===== src/rtl/x2c_wr_arb.sv =====
// Two-channel frame-granular round-robin arbiter and write sequencer for the X2C transmit buffer.
// A frame is granted only when the data/ctrl and byte-count FIFOs can take all of it.
module x2c_wr_arb #(
    parameter int          DATA_DEPTH = 1024,
    parameter int          BCNT_DEPTH = 256,
    parameter logic [15:0] MAX_BYTES  = 16'd9600
) (
    input  logic         clk,
    input  logic         reset,
    input  logic         ch0_req,
    input  logic [31:0]  ch0_bcnt,
    input  logic [255:0] ch0_data,
    input  logic [31:0]  ch0_ctrl,
    input  logic         ch0_vld,
    output logic         ch0_rdy,
    output logic         ch0_done,
    output logic         ch0_err,
    input  logic         ch1_req,
    input  logic [31:0]  ch1_bcnt,
    input  logic [255:0] ch1_data,
    input  logic [31:0]  ch1_ctrl,
    input  logic         ch1_vld,
    output logic         ch1_rdy,
    output logic         ch1_done,
    output logic         ch1_err,
    input  logic [10:0]  data_usedw,
    input  logic [8:0]   bcnt_usedw,
    output logic [255:0] data_out,
    output logic [31:0]  ctrl_out,
    output logic         x_we,
    output logic [31:0]  x_byte_cnt,
    output logic         x_bcnt_we,
    output logic         busy
);

    typedef enum logic [4:0] {
        S_IDLE = 5'b00001,
        S_CHK  = 5'b00010,
        S_XFER = 5'b00100,
        S_DESC = 5'b01000,
        S_DONE = 5'b10000
    } state_t;

    localparam logic [255:0] DATA_IDLE  = {32{8'h07}};
    localparam logic [31:0]  CTRL_IDLE  = 32'hffff_ffff;
    localparam logic [11:0]  DATA_LIMIT = 12'(DATA_DEPTH - 4);
    localparam logic [8:0]   BCNT_LIMIT = 9'(BCNT_DEPTH - 2);

    function automatic logic [10:0] words_of(input logic [15:0] bytes);
        logic [16:0] sum;
        sum = {1'b0, bytes} + 17'd31;
        return sum[15:5];
    endfunction

    state_t        state_q, state_d;
    logic          sel_q, sel_d;
    logic          rr_last_q, rr_last_d;
    logic [31:0]   bcnt_q, bcnt_d;
    logic [10:0]   wc_q, wc_d;
    logic [10:0]   cnt_q, cnt_d;
    logic [255:0]  data_q, data_d;
    logic [31:0]   ctrl_q, ctrl_d;
    logic          we_q, we_d;
    logic [31:0]   byte_cnt_q, byte_cnt_d;
    logic          bcnt_we_q, bcnt_we_d;
    logic [1:0]    done_q, done_d;
    logic [1:0]    err_q, err_d;
    logic [1:0]    ch_rdy;

    logic sel_vld;
    logic accept;
    logic len_bad;
    logic room_ok;
    logic grant;

    assign sel_vld = sel_q ? ch1_vld : ch0_vld;
    assign accept  = (state_q == S_XFER) && sel_vld;
    assign len_bad = (bcnt_q[15:0] == 16'd0) || (bcnt_q[15:0] > MAX_BYTES);
    assign room_ok = (({1'b0, data_usedw} + {1'b0, wc_q}) <= DATA_LIMIT) &&
                     (bcnt_usedw <= BCNT_LIMIT);
    // On a tie the channel that was not served last wins.
    assign grant   = (ch0_req && ch1_req) ? ~rr_last_q : ch1_req;

    always_ff @(posedge clk) begin
        // NOTE: sequential state uses non-blocking assignments so every register samples pre-edge values.
        if (reset) begin
            state_q    <= S_IDLE;
            sel_q      <= 1'b0;
            rr_last_q  <= 1'b1;
            bcnt_q     <= '0;
            wc_q       <= '0;
            cnt_q      <= '0;
            data_q     <= DATA_IDLE;
            ctrl_q     <= CTRL_IDLE;
            we_q       <= 1'b0;
            byte_cnt_q <= '0;
            bcnt_we_q  <= 1'b0;
            done_q     <= '0;
            err_q      <= '0;
        end else begin
            state_q    <= state_d;
            sel_q      <= sel_d;
            rr_last_q  <= rr_last_d;
            bcnt_q     <= bcnt_d;
            wc_q       <= wc_d;
            cnt_q      <= cnt_d;
            data_q     <= data_d;
            ctrl_q     <= ctrl_d;
            we_q       <= we_d;
            byte_cnt_q <= byte_cnt_d;
            bcnt_we_q  <= bcnt_we_d;
            done_q     <= done_d;
            err_q      <= err_d;
        end
    end

    always_comb begin
        // NOTE: every signal gets a default first so no path through the case infers a latch.
        state_d   = state_q;
        sel_d     = sel_q;
        rr_last_d = rr_last_q;
        bcnt_d    = bcnt_q;
        wc_d      = wc_q;
        cnt_d     = cnt_q;
        unique case (state_q)
            S_IDLE: begin
                if (ch0_req || ch1_req) begin
                    sel_d   = grant;
                    bcnt_d  = grant ? ch1_bcnt : ch0_bcnt;
                    wc_d    = words_of(bcnt_d[15:0]);
                    cnt_d   = wc_d;
                    state_d = S_CHK;
                end
            end
            S_CHK: begin
                if (len_bad) begin
                    rr_last_d = sel_q;
                    state_d   = S_IDLE;
                end else if (room_ok) begin
                    state_d = S_XFER;
                end
            end
            S_XFER: begin
                if (accept) begin
                    cnt_d = cnt_q - 11'd1;
                    if (cnt_q == 11'd1) state_d = S_DESC;
                end
            end
            S_DESC: state_d = S_DONE;
            S_DONE: begin
                rr_last_d = sel_q;
                state_d   = S_IDLE;
            end
            default: state_d = S_IDLE;
        endcase
    end

    always_comb begin
        ch_rdy     = 2'b00;
        we_d       = 1'b0;
        data_d     = data_q;
        ctrl_d     = ctrl_q;
        byte_cnt_d = byte_cnt_q;
        bcnt_we_d  = 1'b0;
        done_d     = 2'b00;
        err_d      = 2'b00;
        unique case (state_q)
            S_CHK: begin
                if (len_bad) err_d[sel_q] = 1'b1;
            end
            S_XFER: begin
                ch_rdy[sel_q] = 1'b1;
                if (accept) begin
                    we_d   = 1'b1;
                    data_d = sel_q ? ch1_data : ch0_data;
                    ctrl_d = sel_q ? ch1_ctrl : ch0_ctrl;
                end
            end
            S_DESC: begin
                bcnt_we_d  = 1'b1;
                byte_cnt_d = bcnt_q;
            end
            S_DONE: done_d[sel_q] = 1'b1;
            default: ;
        endcase
    end

    assign ch0_rdy    = ch_rdy[0];
    assign ch1_rdy    = ch_rdy[1];
    assign ch0_done   = done_q[0];
    assign ch1_done   = done_q[1];
    assign ch0_err    = err_q[0];
    assign ch1_err    = err_q[1];
    assign data_out   = data_q;
    assign ctrl_out   = ctrl_q;
    assign x_we       = we_q;
    assign x_byte_cnt = byte_cnt_q;
    assign x_bcnt_we  = bcnt_we_q;
    assign busy       = (state_q != S_IDLE);

endmodule


===== config.mk =====
export PLATFORM = sky130hd
export DESIGN_NAME = x2c_wr_arb
export DESIGN_NICKNAME = d
export VERILOG_FILES = /design/src/rtl/x2c_wr_arb.sv
export SDC_FILE = /design/constraint.sdc
export NUM_CORES = 1
export LEC_CHECK = 0
export CORE_AREA = 3 3 382 384
export DETAILED_ROUTE_END_ITERATION = 10
export DIE_AREA = 0 0 385 387
export SKIP_LAST_GASP = 1
export SYNTH_ARGS = -nofsm -noshare
export SYNTH_HDL_FRONTEND = slang
export SYNTH_SLANG_ARGS = --single-unit

===== constraint.sdc =====
create_clock -name clk -period 7.3 [get_ports clk]
set_input_delay 1.46 -clock clk [delete_from_list [all_inputs] [get_ports clk]]
set_output_delay 1.46 -clock clk [all_outputs]
set_load 0.05 [all_outputs]

; After elaboration in Yosys (flattened, before gate mapping)
; Cells that the tools add are included.
[word_totals]
out_inout_bits = 329
reg_bits = 387
wordCells = 76
in_bits = 666
[op_classes]
order_cmp = 5
mux = 21
n_bitwise = 5
n_eq_ne = 12
add_sub_neg = 3
n_reduce_logical = 17
[ops]
columns = op, count
row1 = two-way mux 256 bit, 1
row2 = two-way mux 32 bit, 2
row3 = two-way mux 5 bit, 5
row4 = two-way mux 11 bit, 2
row5 = one-hot mux 11 bit (2 select lines), 1
row6 = one-hot mux 5 bit (4 select lines), 1
row7 = "adder 16 x 5 -> 16 bit, second input constant", 1
row8 = "greater-than comparator 16 x 14 -> 1 bit, second input constant", 1
row9 = zero test 16 bit, 1
row10 = adder 11 x 11 -> 12 bit, 1
row11 = "<= comparator 12 x 10 -> 1 bit, second input constant", 1
row12 = "equality test 11 x 1 -> 1 bit, second input constant", 1
row13 = "subtractor 11 x 1 -> 11 bit, second input constant", 1
row14 = "<= comparator 9 x 8 -> 1 bit, second input constant", 1
row15 = two-way mux 1 bit, 6
row16 = "inequality test 2 bit, second input constant", 3
row17 = AND reduction 2 bit, 3
row18 = "equality test 5 x 1 -> 1 bit, second input constant", 1
row19 = "equality test 5 x 2 -> 1 bit, second input constant", 1
row20 = "equality test 5 x 3 -> 1 bit, second input constant", 1
row21 = "equality test 5 x 4 -> 1 bit, second input constant", 1
row22 = "equality test 5 bit, second input constant", 1
row23 = "inequality test 5 x 1 -> 1 bit, second input constant", 1
row24 = inverter 1 bit, 5
row25 = other kinds (14), 20

; Depth between registers and ports, before layout
; Gate-level depths: netlist of run 1.
[depth]
ltp_word = 6
depth_mapped = 8
mapped_depth_nobuf = 8

; Worst setup path before layout of run 1
; OpenSTA, ideal clock, no wires.
[synth_path]
path_kind = input port to flip-flop
startpoint = input data_usedw[2]
endpoint = register state_q[2]
cell_stages = 7
n_path_buf = 0
required_ns = 7.214
slack_ns = 3.852
arrival_ns = 3.362
setup_time_ns = 0.086
cell_sequence = ha_1 -> o211a_1 -> a211o_1 -> mux2i_1 -> a2111oi_0 -> o311ai_0 -> a211oi_1
[synth_via]
elab_chain_cells = 5
[synth_rtl]
columns = element, line_no
row1 = "start, declared", 26  ; input logic [10:0] data_usedw,
row2 = adder 11 x 11 -> 12 bit, 79  ; assign room_ok = (({1'b0, data_usedw} + {1'b0, wc_q}) <= DATA_LIMIT) &&
row3 = <= comparator 12 x 10 -> 1 bit, 79
row4 = logical AND 1 bit, 79
row5 = inequality test 3 bit (no source line), -
row6 = AND reduction 4 bit (no source line), -
row7 = "end signal, assigned", 101  ; state_q <= state_d;
row8 = "end, declared", 55  ; state_t state_q, state_d;
; Every way passes these cells.
; A chain may end at the register's enable or synchronous reset.

; Worst setup path after layout of run 1
[layout_path]
startpoint = register state_q[3]
endpoint = output ch1_rdy
[layout_via]
elab_chain_cells = 2
[layout_rtl]
columns = element, line_no
row1 = equality test 5 x 3 -> 1 bit, 167  ; unique case (state_q)
row2 = two-way mux 2 bit, 167
row3 = "end, declared", 23  ; output logic ch1_rdy,
; Every way passes these cells.

==> results of run 1 <==
-- power groups by stage --
stage,logic (uW),registers [uW],clock network [uW]
6_report,1380,2310,2870
5_1_grt,1490,2330,3050
4_1_cts,1390,2320,2990
3_5_place_dp,1390,2360,0
3_3_place_gp,1370,2360,0
2_1_floorplan,677,2370,0
-- metrics by stage --
step	power [uW]	setup WS [ps]	std cells	util, %
final	6570	2630	4755	21.7
after global routing	6870	2360	4750	21.7
after CTS	6700	2560	4750	21.7
after detailed placement	3750	2940	4655	20.4
after global placement	3730	2980	4655	20.4
after floorplan	3040	3850	1903	-
-- Yosys cell counts, types with 3 or more instances --
master	count
dfxtp_1	387
mux2i_1	300
nand2_1	268
nor2_1	218
a211oi_1	173
o211ai_1	135
clkbuf_1	132
a21oi_1	61
buf_2	29
a311oi_1	23
o21ai_0	22
nand3_1	18
nor3_1	17
ha_1	13
inv_1	10
and3_1	6
o21a_1	6
xor2_1	6
a211o_1	5
nand4_1	5
xnor2_1	5
buf_1	4
nor4_1	4
or3_1	4
and2_1	3
-- worst max-delay path, cell delays in order (launching register included) --
cell             delay [ps]
dfxtp_1                 340
nor3_1                  640
nand2_1                 540
nor2_1                  250
clkdlybuf4s50_1         850
-- cells by family (layout without fill, tap and decap cells) --
group,count (synthesis),in the layout
DFF,387,387
other,0,5
adders and majority gates,14,14
muxes,301,301
AOI/OAI and AO/OA,455,455
and+or+nand+nor,559,559
xor gates and xnor gates,11,11
buffers and inverters,176,1120
-- registers in the layout (all words and copies together) (netlist names), 2 cells and up --
| name | flops |
|---|---|
| bcnt_q | 32 |
| cnt_q | 11 |
| ctrl_out | 32 |
| data_out | 256 |
| done_q | 2 |
| err_q | 2 |
| state_q | 5 |
| wc_q | 11 |
| x_byte_cnt | 32 |
-- path summary, 6_finish.rpt --
path / start / end / slack [ps] / cells after the start
worst max register to register: sel_q / data_out[139] / 3890 / 4
worst max-delay path: state_q[3] / ch1_rdy / 2630 / 4
worst min-delay path: bcnt_q[18] / x_byte_cnt[18] / 450 / 2
worst min register to register: bcnt_q[18] / x_byte_cnt[18] / 450 / 2
-- layer usage --
metal / part of all wire (%) / wire (um)
met5: 0.20 / 219
met4: 1.9 / 2140
met3: 11 / 12400
met2: 47 / 52000
met1: 39 / 42900
-- layout make-up --
| cell class | count | area (um2) |
|---|---|---|
| repair buffers | 1015 | 10100 |
| clock inverters | 27 | 458 |
| multi-input cells | 1340 | 8860 |
| clock buffers | 68 | 1450 |
| flip-flops and latches | 387 | 7750 |
| inverters | 10 | 42.5 |
| well taps | 1903 | 2380 |
| fillers | 15700 | 112000 |
| diodes | 5 | 12.5 |
==> run summary, run 1 <==
run status = completed
# DRC = 0
CTS tree = built
Final period util = 64.0%
share of cells above drive strength 1 = 4.36%
Syn Inst Count = 1903
gr ovfl total = 0
P_int = 4670 uW
cell area after synthesis = 0.0173 mm2
area share of fa/ha/maj cells after synthesis = 1.06%
Vias = 18000
Hold Worst Slack = 447 ps
Async SR Flop Fraction = 0%
via/cell ratio = 3.79
grt peak-use layer = met2
post-CTS resize count = 0
met2 global-route usage = 23.6%
I/O pin count = 995
xor/xnor share of the synthesized area = 0.557%
LEAKAGE = 0.0109 uW
# setup viols final = 0
Synth Net Count = 2583
met1 Use GR = 15.8%
Mapped Avg Cell Area = 9.08 um2
Area Overhead vs Synth = 79.8%
Setup TNS = 0 ps
CTS root buf = clkbuf_16
met3 Track Usage GR = 6.51%
switching fraction of total power = 28.9%
Setup crit start kind = flop
most frequent cells in the layout = clkdlybuf4s50_1, dfxtp_1, mux2i_1
GRT Overall Usage = 13.9%
Post-CTS Hold Buffers = 0
Die Span Y = 387 um
vias in the first global route = 17800
Synth area leader = dfxtp_1
logic gate share of total power = 21.0%
commonest non-fill, non-tap cell in the layout = clkdlybuf4s50_1
Post-DP Area = 0.0292 mm2
htree depth = 2
dominant synthesized flop cell = dfxtp_1
post-synth cell types = 60
Finished Cell Area = 0.0311 mm2
Hold Vio Cnt, Final = 0
drt initial violations = 831
Psw = 1900 uW
CP arrival = 3210 ps
Post-synth EDFFs = 0
Synth Warn # = 0
CTS sink cnt = 387
post-layout net count = 3485
clock share of power = 43.7%
Yosys reg bits = 387
initial antenna violation count = 35
chip width = 385 um
worst slew pin tran = 1160 ps
Skew-Pair Late Insertion Delay = 630 ps
type of element capturing the critical path = output pin
share of the synthesized area in the top cell type = 44.8%
CP max FO = 15
fmax = 214 MHz
RePlAce Congestion = 0.897
Clock Skew = 31.4 ps
largest net degree at the start of global routing = 171
Rows = 139
Starting Density = 12.1%
simple-gate portion of the synthesized area = 13.1%
Avg WL per Cell = 23.1 um
wire length of the first global-routing pass = 144000 um
Post-Route WL = 110000 um
Slew Limit Fails = 0
max_slew headroom = 22.2%
max-cap violations = 0
Reg clk slew, reported paths = 60 ps
core box area = 0.143 mm2
dpl hpwl = 91400 um
Tmin final = 4670 ps
Seq/Total Area, Yosys = 44.8%
sequential share of power = 35.3%
die footprint = 0.149 mm2
Power Density = 211 mW/mm2
RSZ-0062 raised after global routing = false
Inserted Clock Buffers = 51
VDD IR max = 162 uV
Area contributors post-synth = dfxtp_1, mux2i_1, a211oi_1, o211ai_1, nand2_1
post-synthesis mux area share = 17.4%
ANT nets after route = 0
HP Class = reg2reg
critical path type = reg2out
drt pass-1 iters = 5
Post-CTS Setup Inserts = 0
CTS max path bufs = 3
Compound-Gate Fraction of Synth Area = 19.0%
largest family of logic cells by synthesized area = compound AO/OA/AOI/OAI gates
number of port buffers = 994
worst path required time = 5840 ps
(Power assumes the default switching activity.)
==> run 2: changes to the inputs <==
--- a/config.mk
+++ b/config.mk
@@ -5,9 +5,9 @@
 export SDC_FILE = /design/constraint.sdc
 export NUM_CORES = 1
 export LEC_CHECK = 0
-export CORE_AREA = 3 3 382 384
+export CORE_AREA = 3 3 383 385
 export DETAILED_ROUTE_END_ITERATION = 10
-export DIE_AREA = 0 0 385 387
+export DIE_AREA = 0 0 386 388
 export SKIP_LAST_GASP = 1
 export SYNTH_ARGS = -nofsm -noshare
 export SYNTH_HDL_FRONTEND = slang
==> constraint.sdc (replaced) <==
create_clock -name clk -period 4.2 [get_ports clk]
set_input_delay 0.84 -clock clk [delete_from_list [all_inputs] [get_ports clk]]
set_output_delay 0.84 -clock clk [all_outputs]
set_load 0.05 [all_outputs]
==> run 2 against run 1 <==
  * Routed wire length decreased by 0.59%
  * Die area increased by 0.52%
  * Largest power group unchanged
  * Power increased by 63%
  * Sequential share of layout area increased by 0.097 points
  * Non-clock buffer count increased by 16
  * Cell count increased by 0.19%
  * Hold slack got worse by 1.4 ps
  * Register-to-register slack got worse by 2500 ps
  * Setup slack got worse by 2200 ps
  * Critical path type unchanged
==> run summary, run 2 (synthesis results as in run 1) <==
Fill cells = 15700
largest net degree at the start of global routing = 143
share of cells above drive strength 1 = 4.73%
most frequent cells in the layout = clkdlybuf4s50_1, dfxtp_1, mux2i_1
CTS tree = built
# DRC = 0
P_int = 7450 uW
gr ovfl total = 0
Skew-Pair Late Insertion Delay = 610 ps
CTS root buf = clkbuf_16
area taken by multi-input logic gates = 0.00886 mm2
Die Span Y = 388 um
initial antenna violation count = 35
ANT nets after route = 0
RSZ-0062 raised after global routing = false
HP Class = reg2reg
die footprint = 0.150 mm2
RePlAce Congestion = 0.899
logic gate share of total power = 22.5%
Reg clk slew, reported paths = 60 ps
Area Overhead vs Synth = 79.1%
max FFs per register = 256
Post-CTS Setup Inserts = 0
Vias = 18000
wire length of the first global-routing pass = 143000 um
sequential share of power = 37.6%
clock share of power = 39.9%
# setup viols final = 0
Avg WL per Cell = 22.9 um
chip width = 386 um
Setup TNS = 0 ps
Inserted Clock Buffers = 50
post-CTS resize count = 0
CP max FO = 14
run status = completed
drt pass-1 iters = 5
Psw = 3240 uW
CTS max path bufs = 3
pre-CTS WS = 571 ps
max_slew headroom = 23.4%
Setup crit start kind = flop
GRT Overall Usage = 13.7%
critical path type = reg2out
worst slew pin tran = 1150 ps
Final WS setup = 459 ps
drt initial violations = 931
CTS sink cnt = 387
dpl cells = 4671
Slew Limit Fails = 0
Post-CTS Hold Buffers = 0
htree depth = 2
register area = 0.00775 mm2
switching fraction of total power = 30.3%
LEAKAGE = 0.0108 uW
fin cells = 4764
Starting Density = 12.0%
type of element capturing the critical path = output pin
Clock Skew = 19.9 ps
Hold Vio Cnt, Final = 0
Tmin final = 3740 ps
Rows = 139
fmax = 267 MHz
CP arrival = 2900 ps
I/O pin count = 995
Tot Pwr = 10700 uW
core box area = 0.143 mm2
Hold Worst Slack = 446 ps
Final period util = 89.1%
VDD IR max = 258 uV
via/cell ratio = 3.79
worst path required time = 3360 ps
Power Density = 345 mW/mm2
number of port buffers = 994
commonest non-fill, non-tap cell in the layout = clkdlybuf4s50_1
max-cap violations = 0
dpl hpwl = 91100 um
vias in the first global route = 17400
post-layout net count = 3500
Post-Route WL = 109000 um
## run 2: changes by cell type in the layout (fill, tap and decap cells not counted), moves of 2 or more
cell	delta
buf_12	+7
buf_4	+11
bufinv_16	-10
clkbuf_8	-3
clkdlybuf4s50_1	-2
clkinv_2	+5
clkinvlp_4	+2
inv_8	-2
## run 2: power by group through the flow
| stage | sequential (uW) | combinational (uW) | clock (uW) |
|---|---|---|---|
| after CTS | 4020 | 2420 | 4450 |
| after detailed placement | 4090 | 2410 | 0 |
| final | 4020 | 2410 | 4260 |
| after floorplan | 4120 | 1180 | 0 |
| after global routing | 4030 | 2590 | 4570 |
| after global placement | 4090 | 2390 | 0 |
## run 2: stage by stage
stage | area, um2 | utilization, %
3_5_place_dp | 29400 | 20.5
5_1_grt | 31000 | 21.6
4_1_cts | 31000 | 21.6
2_1_floorplan | 17300 | -
3_3_place_gp | 29400 | 20.5
6_report | 31000 | 21.6
## run 2: worst max-delay path: stages (launching register included)
cell and delay (ps):
dfxtp_1 400, nor2b_1 480, nand2_1 160, buf_4 220
nor2_1 180, clkdlybuf4s50_1 850
## run 2: final timing paths
kind                            startpoint              to  slack (ps)  depth (start not counted)
worst max-delay path            state_q[2]         ch1_rdy         460                          5
worst min-delay path            bcnt_q[25]  x_byte_cnt[25]         450                          2
worst max register to register     wc_q[1]      state_q[3]        1440                          7
worst min register to register  bcnt_q[25]  x_byte_cnt[25]         450                          2
## run 2: per-layer routing
metal / wire [um] / share of wire [%] / up-vias / global-route usage (%)
li1: - / - / 8763 / -
met1: 45000 / 41 / 8441 / 16.7
met2: 51100 / 47 / 683 / 22.7
met3: 10800 / 9.9 / 133 / 5.32
met4: 1980 / 1.8 / 24 / 2.78
met5: 166 / 0.15 / - / 0
## run 2: area by class of cell
cell class / instances / share of cell area (%)
timing repair buffer: 1031 / 33.4
multi-input combinational: 1340 / 28.6
sequential: 387 / 25.0
tap: 1903 / 7.69
clock buffer: 65 / 4.55
clock inverter: 23 / 0.570
inverter: 10 / 0.137
antenna: 5 / 0.0404
==> run 3: changes to the inputs <==
--- a/config.mk
+++ b/config.mk
@@ -5,7 +5,10 @@
 export SDC_FILE = /design/constraint.sdc
 export NUM_CORES = 1
 export LEC_CHECK = 0
+export ABC_CLOCK_PERIOD_IN_PS = 4200
+export CAP_MARGIN = 20
 export CORE_AREA = 3 3 383 385
+export CTS_BUF_LIST = sky130_fd_sc_hd__clkbuf_16
 export DETAILED_ROUTE_END_ITERATION = 10
 export DIE_AREA = 0 0 386 388
 export SKIP_LAST_GASP = 1
==> run 3 against run 2 <==
  * Via count increased by 0.29%
  * Sequential cell count unchanged
  * Hold slack about the same
  * Clock skew increased by 5.0 ps
  * Sequential power about the same
  * Combinational power about the same
  * Clock power decreased by 3%
  * Routed wire length about the same
  * Register-to-register slack about the same
  * Design area decreased by 0.13%
  * Non-clock buffer count increased by 1
  * Critical path type unchanged
==> run summary, run 3 (synthesis results as in run 1) <==
worst slew pin tran = 1140 ps
Post-CTS Setup Inserts = 0
core box area = 0.143 mm2
CTS tree = built
vias in the first global route = 17400
CP max FO = 14
Post-Route WL = 109000 um
post-layout net count = 3501
Power Density = 341 mW/mm2
Inserted Clock Buffers = 50
commonest non-fill, non-tap cell in the layout = clkdlybuf4s50_1
most frequent cells in the layout = clkdlybuf4s50_1, dfxtp_1, mux2i_1
Final period util = 89.3%
Vias = 18100
Hold Vio Cnt, Final = 0
Skew-Pair Late Insertion Delay = 610 ps
grt peak-use layer = met2
post-CTS resize count = 0
wire length of the first global-routing pass = 143000 um
Setup crit start kind = flop
LEAKAGE = 0.0108 uW
Avg WL per Cell = 22.9 um
HP Class = reg2reg
# DRC = 0
die footprint = 0.150 mm2
Die Span Y = 388 um
share of cells above drive strength 1 = 4.55%
R2R setup slack = 1430 ps
max-cap violations = 0
# setup viols final = 0
Rows = 139
met1 Use GR = 16.7%
Finished Cell Area = 0.0309 mm2
Area Overhead vs Synth = 78.9%
VDD IR max = 259 uV
largest net degree at the start of global routing = 143
critical path type = reg2out
CTS sink cnt = 387
CP arrival = 2910 ps
drt pass-1 iters = 5
Setup TNS = 0 ps
Clock Skew = 24.8 ps
htree depth = 2
type of element capturing the critical path = output pin
Post-DP Area = 0.0294 mm2
fmax = 267 MHz
dpl hpwl = 91100 um
met3 Track Usage GR = 5.34%
Tmin final = 3750 ps
number of port buffers = 994
ANT nets after route = 0
met2 global-route usage = 22.7%
Slew Limit Fails = 0
initial antenna violation count = 35
gr ovfl total = 0
Reg clk slew, reported paths = 60 ps
chip width = 386 um
max FFs per register = 256
CTS root buf = clkbuf_16
Starting Density = 12.0%
GRT Overall Usage = 13.7%
max_slew headroom = 23.8%
I/O pin count = 995
worst path required time = 3360 ps
run status = completed
RePlAce Congestion = 0.899
drt initial violations = 946
RSZ-0062 raised after global routing = false
via/cell ratio = 3.80
Final Util = 21.6%
Post-CTS Hold Buffers = 0
CTS max path bufs = 3
run 3: path summary, 6_finish.rpt:
kind,start,to,depth (start not counted)
worst max register to register,wc_q[1],state_q[3],7
worst max-delay path,state_q[2],ch1_rdy,5
worst min register to register,bcnt_q[25],x_byte_cnt[25],2
worst min-delay path,bcnt_q[25],x_byte_cnt[25],2
run 3: per-layer routing:
metal | up-vias | routed length [um]
li1 | 8771 | -
met1 | 8453 | 45100
met2 | 718 | 51200
met3 | 131 | 10700
met4 | 24 | 1940
met5 | - | 163
run 3: area by class of cell:
class,instances,area (um2)
fill,15700,113000
timing repair buffer,1032,10400
multi-input combinational,1340,8860
sequential,387,7750
tap,1903,2380
clock buffer,52,1300
clock inverter,36,225
inverter,10,42.5
antenna,5,12.5
run 3: per-stage QoR:
step / setup WS [ps] / total power (uW) / std cells / hold slack, ps
after floorplan: 1370 / 5290 / 1903 / 432
after global placement: 636 / 6470 / 4671 / 437
after detailed placement: 571 / 6510 / 4671 / 444
after CTS: 396 / 10800 / 4759 / 445
after global routing: 302 / 11100 / 4760 / 465
final: 450 / 10600 / 4765 / 446
run 3: report_power, final:
group	internal, uW	switching, uW
Clock	2300	1830
Sequential	3850	165
Combinational	1170	1240
Total	7320	3240
run 3: critical path, stage by stage, from the launching register on:
cell and delay (ps):
dfxtp_1 400, nor2b_1 490, nand2_1 160, buf_4 220, nor2_1 180, clkdlybuf4s50_1 850
